`src/rtl/sprite_line_renderer.sv`:
```
// sprite_line_renderer: fetches one sprite row of palette indices from ROM
// into a line buffer during hblank, then during active video turns each pixel
// into a buffered index and resolves it through the palette.
//
// state | meaning
// ------+---------------------------------------------------------------
// IDLE  | no fetch running; line_valid_q says whether linebuf holds a row
// FETCH | one ROM request per cycle, col 0 .. SPR_W-1
// DRAIN | last ROM word lands in linebuf; line_valid_q is set on exit
module sprite_line_renderer #(
  parameter int SPR_W  = 64,
  parameter int SPR_H  = 64,
  parameter int ADDR_W = 12
) (
  input  logic              i_clk,
  input  logic              i_rst,
  input  logic              i_line_start,
  input  logic [9:0]        i_next_y,
  input  logic              i_spr_en,
  input  logic [9:0]        i_spr_x,
  input  logic [9:0]        i_spr_y,
  input  logic              i_de,
  input  logic [9:0]        i_h_cnt,
  output logic              o_rom_req,
  output logic [ADDR_W-1:0] o_rom_addr,
  input  logic [3:0]        i_rom_data,
  input  logic [23:0]       i_color_map [0:15],
  output logic [23:0]       o_rgb,
  output logic              o_opaque,
  output logic              o_busy
);

  localparam int CW = $clog2(SPR_W);
  // Because SPR_W is a power of two, row*SPR_W + col is just {row, col}.
  localparam int RW = ADDR_W - CW;
  localparam logic [CW-1:0] COL_LAST = CW'(SPR_W - 1);

  typedef enum logic [1:0] {IDLE, FETCH, DRAIN} state_t;

  state_t              state_q;
  logic [RW-1:0]       row_q;
  logic [CW-1:0]       col_q;
  logic                line_valid_q;
  logic                rom_req_q;
  logic [ADDR_W-1:0]   rom_addr_q;
  logic                busy_q;

  logic                req_dly_q;
  logic [CW-1:0]       col_dly_q;
  logic [3:0]          linebuf [0:SPR_W-1];

  logic                in_q;
  logic [3:0]          idx_q;
  logic [23:0]         rgb_q;
  logic                opaque_q;

  logic [10:0]         row_d;
  logic                hit_d;
  logic [CW-1:0]       col_inc_d;
  logic [10:0]         px_d;
  logic                in_d;
  logic [3:0]          idx_d;
  logic                wr_en_d;

  // Row of the upcoming line relative to the sprite top, and whether it is drawn
  always_comb begin
    row_d     = {1'b0, i_next_y} - {1'b0, i_spr_y};
    hit_d     = i_spr_en & ~row_d[10] & (row_d < 11'(SPR_H));
    col_inc_d = col_q + 1'b1;
  end

  // Fetch sequencer; a line_start in any state restarts from the new sample
  always_ff @(posedge i_clk or posedge i_rst) begin
    if (i_rst) begin
      state_q      <= IDLE;
      row_q        <= '0;
      col_q        <= '0;
      line_valid_q <= 1'b0;
      rom_req_q    <= 1'b0;
      rom_addr_q   <= '0;
      busy_q       <= 1'b0;
    end else if (i_line_start) begin
      line_valid_q <= 1'b0;
      row_q        <= row_d[RW-1:0];
      col_q        <= '0;
      if (hit_d) begin
        state_q    <= FETCH;
        rom_req_q  <= 1'b1;
        rom_addr_q <= {row_d[RW-1:0], {CW{1'b0}}};
        busy_q     <= 1'b1;
      end else begin
        state_q    <= IDLE;
        rom_req_q  <= 1'b0;
        rom_addr_q <= '0;
        busy_q     <= 1'b0;
      end
    end else begin
      case (state_q)
        IDLE: begin
          rom_req_q  <= 1'b0;
          rom_addr_q <= '0;
          busy_q     <= 1'b0;
        end
        FETCH: begin
          if (col_q == COL_LAST) begin
            state_q    <= DRAIN;
            rom_req_q  <= 1'b0;
            rom_addr_q <= '0;
          end else begin
            col_q      <= col_inc_d;
            rom_req_q  <= 1'b1;
            rom_addr_q <= {row_q, col_inc_d};
          end
        end
        DRAIN: begin
          state_q      <= IDLE;
          line_valid_q <= 1'b1;
          busy_q       <= 1'b0;
          col_q        <= '0;
        end
        default: begin
          state_q    <= IDLE;
          rom_req_q  <= 1'b0;
          rom_addr_q <= '0;
          busy_q     <= 1'b0;
        end
      endcase
    end
  end

  // ROM answers one cycle after the request, so delay req and col to match
  always_ff @(posedge i_clk or posedge i_rst) begin
    if (i_rst) begin
      req_dly_q <= 1'b0;
      col_dly_q <= '0;
    end else begin
      req_dly_q <= rom_req_q;
      col_dly_q <= col_q;
    end
  end

  // A stale write right after an abort is harmless: the new fetch rewrites every column
  always_comb begin
    wr_en_d = req_dly_q & ((state_q == FETCH) | (state_q == DRAIN));
  end

  // Line buffer write; contents are don't-care until line_valid_q is set
  always_ff @(posedge i_clk) begin
    if (wr_en_d) begin
      linebuf[col_dly_q] <= i_rom_data;
    end
  end

  // Pixel position inside the sprite and the buffered index under it
  always_comb begin
    px_d  = {1'b0, i_h_cnt} - {1'b0, i_spr_x};
    in_d  = i_de & line_valid_q & ~px_d[10] & (px_d < 11'(SPR_W));
    idx_d = in_d ? linebuf[px_d[CW-1:0]] : 4'd0;
  end

  // Pixel stage 1: capture index and coverage
  always_ff @(posedge i_clk or posedge i_rst) begin
    if (i_rst) begin
      in_q  <= 1'b0;
      idx_q <= 4'd0;
    end else begin
      in_q  <= in_d;
      idx_q <= idx_d;
    end
  end

  // Pixel stage 2: palette lookup; index 0 is transparent
  always_ff @(posedge i_clk or posedge i_rst) begin
    if (i_rst) begin
      opaque_q <= 1'b0;
      rgb_q    <= 24'h000000;
    end else begin
      opaque_q <= in_q & (idx_q != 4'd0);
      rgb_q    <= (in_q && (idx_q != 4'd0)) ? i_color_map[idx_q] : 24'h000000;
    end
  end

  assign o_rom_req  = rom_req_q;
  assign o_rom_addr = rom_addr_q;
  assign o_busy     = busy_q;
  assign o_rgb      = rgb_q;
  assign o_opaque   = opaque_q;

endmodule

```
`config.mk`:
```
export PLATFORM = sky130hd
export DESIGN_NAME = sprite_line_renderer
export DESIGN_NICKNAME = d
export VERILOG_FILES = /design/src/rtl/sprite_line_renderer.sv
export SDC_FILE = /design/constraint.sdc
export NUM_CORES = 1
export LEC_CHECK = 0
export BUFFER_PORTS_ARGS = -buffer_cell sky130_fd_sc_hd__buf_2
export CORE_AREA = 2 2 185 187
export DETAILED_ROUTE_END_ITERATION = 12
export DIE_AREA = 0 0 187 189
export HOLD_SLACK_MARGIN = 0.06
export PLACE_DENSITY = 0.77
export SLEW_MARGIN = 20
export SYNTH_ARGS = -nofsm -noshare
export SYNTH_HDL_FRONTEND = slang
export SYNTH_SLANG_ARGS = --single-unit
```
`constraint.sdc`:
```
create_clock -name i_clk -period 2.15 [get_ports i_clk]
set_input_delay 0 -clock i_clk [delete_from_list [all_inputs] [get_ports i_clk]]
set_output_delay 0 -clock i_clk [all_outputs]
set_load 0.005 [all_outputs]
```
==> impl_metrics.yaml <==
setup_path:
  cp_max_fo: 6
  r2r_setup_slack_ns: -0.05
  timing.rr.end: "o_rgb[12]"
  crit_type: "reg -> reg"
  end_kind: "register"
  critical_path_required_ns: 2.54
  startpoint_type: "register"
  cp_data_arrival_time_ns: 2.59
  r2r-start: "idx_q[0]"
  ff2ff_path_depth: 5
layout:
  final_cell_mix: "buf_2 (469), edfxtp_1 (256), mux4_2 (182)"
  nFillCells: 2361
  area_growth_syn_to_layout_pct: 34.1
  final_layout_size_suffix_gt1_share_pct: 53.5
  utilization_pct: 66.4
  layout_commonest_cell: "buf_2"
  ff_latch_area_mm2: 0.00935
  fin_area_mm2: 0.0221
  fin_nets: 2072
  multi_input_area_mm2: 0.00678
  finalNonFillerCells: 2105
global_route:
  track_usage_pct: 35.8
  grt_pass1_wl_um: 88700
  top_usage_layer: "met2"
  grt_max_degree: 65
  gr-total-overflow: 0
  grt_pass1_vias: 12800
  grt_use_met2_pct: 52.5
  antenna_found_initial: 28
  use_met1_pct: 48.9
  use_met3_pct: 13.8
logic_synthesis:
  synthCells: 1006
  synth.avg_cell_area_um2: 16.4
  synth_seq_area_share_pct: 56.6
  synth_top_cell_by_area: "edfxtp_1"
  ys_async_sr_fraction_pct: 20.5
  synth_edf_count: 256
  synth_nets: 1465
  synth_area_leaders: "edfxtp_1 (47%), mux4_2 (25%), dfrtp_1 (10%), mux2i_1 (3.2%), nor2_1 (2.1%)"
  ys_ff_latch: 322
  synth.distinct_cells: 52
  yosysWarnings: 0
  synth_top_area_share_pct: 46.6
  synth-main-ff-cell: "edfxtp_1"
  syn_area_mm2: 0.0165
timing:
  worstMarginPinSlew_ns: 0.823
  fin_ws_ns: -0.0545
  drv_slew: 0
  rsz0062_at_grt: "yes"
  setup_violations: 10
  slew_headroom_pct: 45.1
  fin_setup_tns_ns: -0.265
  fmax_ghz: 0.454
  holdWs_ns: 0.0635
  hold_viol: 0
  post-route-period-util_pct: 103
  skew_ns: 0.0321
  finalCriticalPeriod_ns: 2.20
worst_hold_path:
  hp-start: "i_spr_en"
  holdCritPathClass: "in -> reg"
  min_to: "o_rom_addr[8]"
  hold_depth: 6
detailed_routing:
  ant_nets: 0
  drt-initial-drc-count: 1383
  wl_um: 63600
  viasPerCell: 6.08
  dr.pass1.iters: 5
  drc: 0
  vias: 12800
  wl_per_cell_um: 30.2
floorplan:
  dieArea_mm2: 0.0353
  start_util_pct: 49.5
  ioPinCount: 472
  die_width_um: 187
  rows: 67
  die-height_um: 189
  core_area_mm2: 0.0333
place:
  place_area_mm2: 0.0205
  port_buffers: 469
  hpwl_um: 50700
  dp.cells: 2001
  place_congestion: 1.09
run_status:
  violations: "negative setup slack"
  status: "complete, but fails checks"
flow_run:
  maxCapViolations: 0
cts:
  clock_path_buffers: 3
  insertion_delay_ns: 0.52
  numCtsBuffers: 34
  cts_max_level: 2
  clkTransAtPathRegs_ns: 0.06
  cts_tree: "done"
  root_buffer: "clkbuf_16"
  cts.sinks: 322
pwr:
  p_per_area_mw_per_mm2: 697
  p_leak_uw: 0.00884
  vdd_drop_max_v: 0.000484
## worst max-delay path: stages (launching register included)
cell and delay (ns):
dfrtp_4 0.56, buf_12 0.15, clkbuf_16 0.14, mux4_2 0.51
mux4_2 0.49, nor2b_2 0.21
## cell families after synthesis
| group | synth area share, % |
|---|---|
| DFF | 56.6 |
| muxes | 28.0 |
| and+or+nand+nor | 5.75 |
| buffers and inverters | 2.76 |
| AOI/OAI and AO/OA | 3.98 |
| adders and majority gates | 2.06 |
| xor gates and xnor gates | 0.789 |
## sequential cells by signal, summed over array words and instances, names as in the netlist
| name | cells |
|---|---|
| req_dly_q | 1 |
| state_q | 2 |
| linebuf | 256 |
| o_busy | 1 |
| o_rom_addr | 12 |
| line_valid_q | 1 |
| o_opaque | 1 |
| o_rom_req | 1 |
| row_q | 6 |
| col_dly_q | 6 |
| col_q | 6 |
| idx_q | 4 |
| o_rgb | 24 |
| in_q | 1 |
## area by class of cell
class | instances | share of cell area, %
multi-input combinational | 579 | 30.7
timing repair buffer | 636 | 18.1
antenna | 19 | 0.215
sequential | 322 | 42.3
clock buffer | 39 | 4.08
clock inverter | 22 | 1.40
inverter | 40 | 0.679
tap | 448 | 2.54
## Yosys cell counts (3+ instances only)
| library cell | instances |
|---|---|
| a21o_1 | 4 |
| a21oi_1 | 32 |
| a22oi_1 | 10 |
| a31oi_1 | 3 |
| buf_2 | 24 |
| buf_6 | 3 |
| clkbuf_1 | 36 |
| dfrtp_1 | 66 |
| edfxtp_1 | 256 |
| ha_1 | 24 |
| inv_1 | 40 |
| mux2i_1 | 52 |
| mux4_2 | 182 |
| nand2_1 | 31 |
| nand2b_1 | 9 |
| nand3_1 | 9 |
| nor2_1 | 91 |
| nor2b_1 | 35 |
| nor3_1 | 9 |
| nor3b_1 | 4 |
| o21ai_0 | 18 |
| o22ai_1 | 6 |
| o31a_1 | 5 |
| o31ai_1 | 4 |
| xnor2_1 | 7 |
| xor2_1 | 6 |
## report_power, final
part	switching, µW	internal (µW)
registers	17.9	6760
clock network	2430	3870
logic	1130	1190
total	3580	11800
## through the flow
stage | power (µW) | setup WS (ns)
global placement | 9080 | -0.271
CTS | 15400 | -0.0469
detailed placement | 9140 | -0.347
global route | 15800 | -0.0869
finish | 15400 | -0.0545
floorplan | 8070 | 0.000414
## worst max-delay path by stage
stage / end / cells past startpoint / slack (ns) / startpoint
2_1_floorplan: idx_q[0] / 11 / 0.0004 / i_h_cnt[0]
3_3_place_gp: idx_q[2] / 12 / -0.27 / i_h_cnt[0]
3_5_place_dp: idx_q[2] / 11 / -0.35 / i_spr_x[1]
4_1_cts: o_rgb[23] / 5 / -0.05 / idx_q[0]
5_1_grt: o_rgb[4] / 5 / -0.09 / idx_q[0]
6_report: o_rgb[12] / 5 / -0.05 / idx_q[0]
## metal layers
metal | part of all wire (%) | routed length (µm)
met5 | 0.079 | 50
met2 | 44 | 28100
met1 | 38 | 24300
met3 | 14 | 8770
met4 | 3.7 | 2390
## what timing repair did
item,CTS,global route
endpoints found under the setup margin,15,123
buffers inserted,2,5
endpoints found under the hold margin,128,0
hold buffers,14,0
gates resized for setup,9,14
cloned,2,2
pin swaps,0,3
Note: power is estimated with default switching activity, not from simulation.
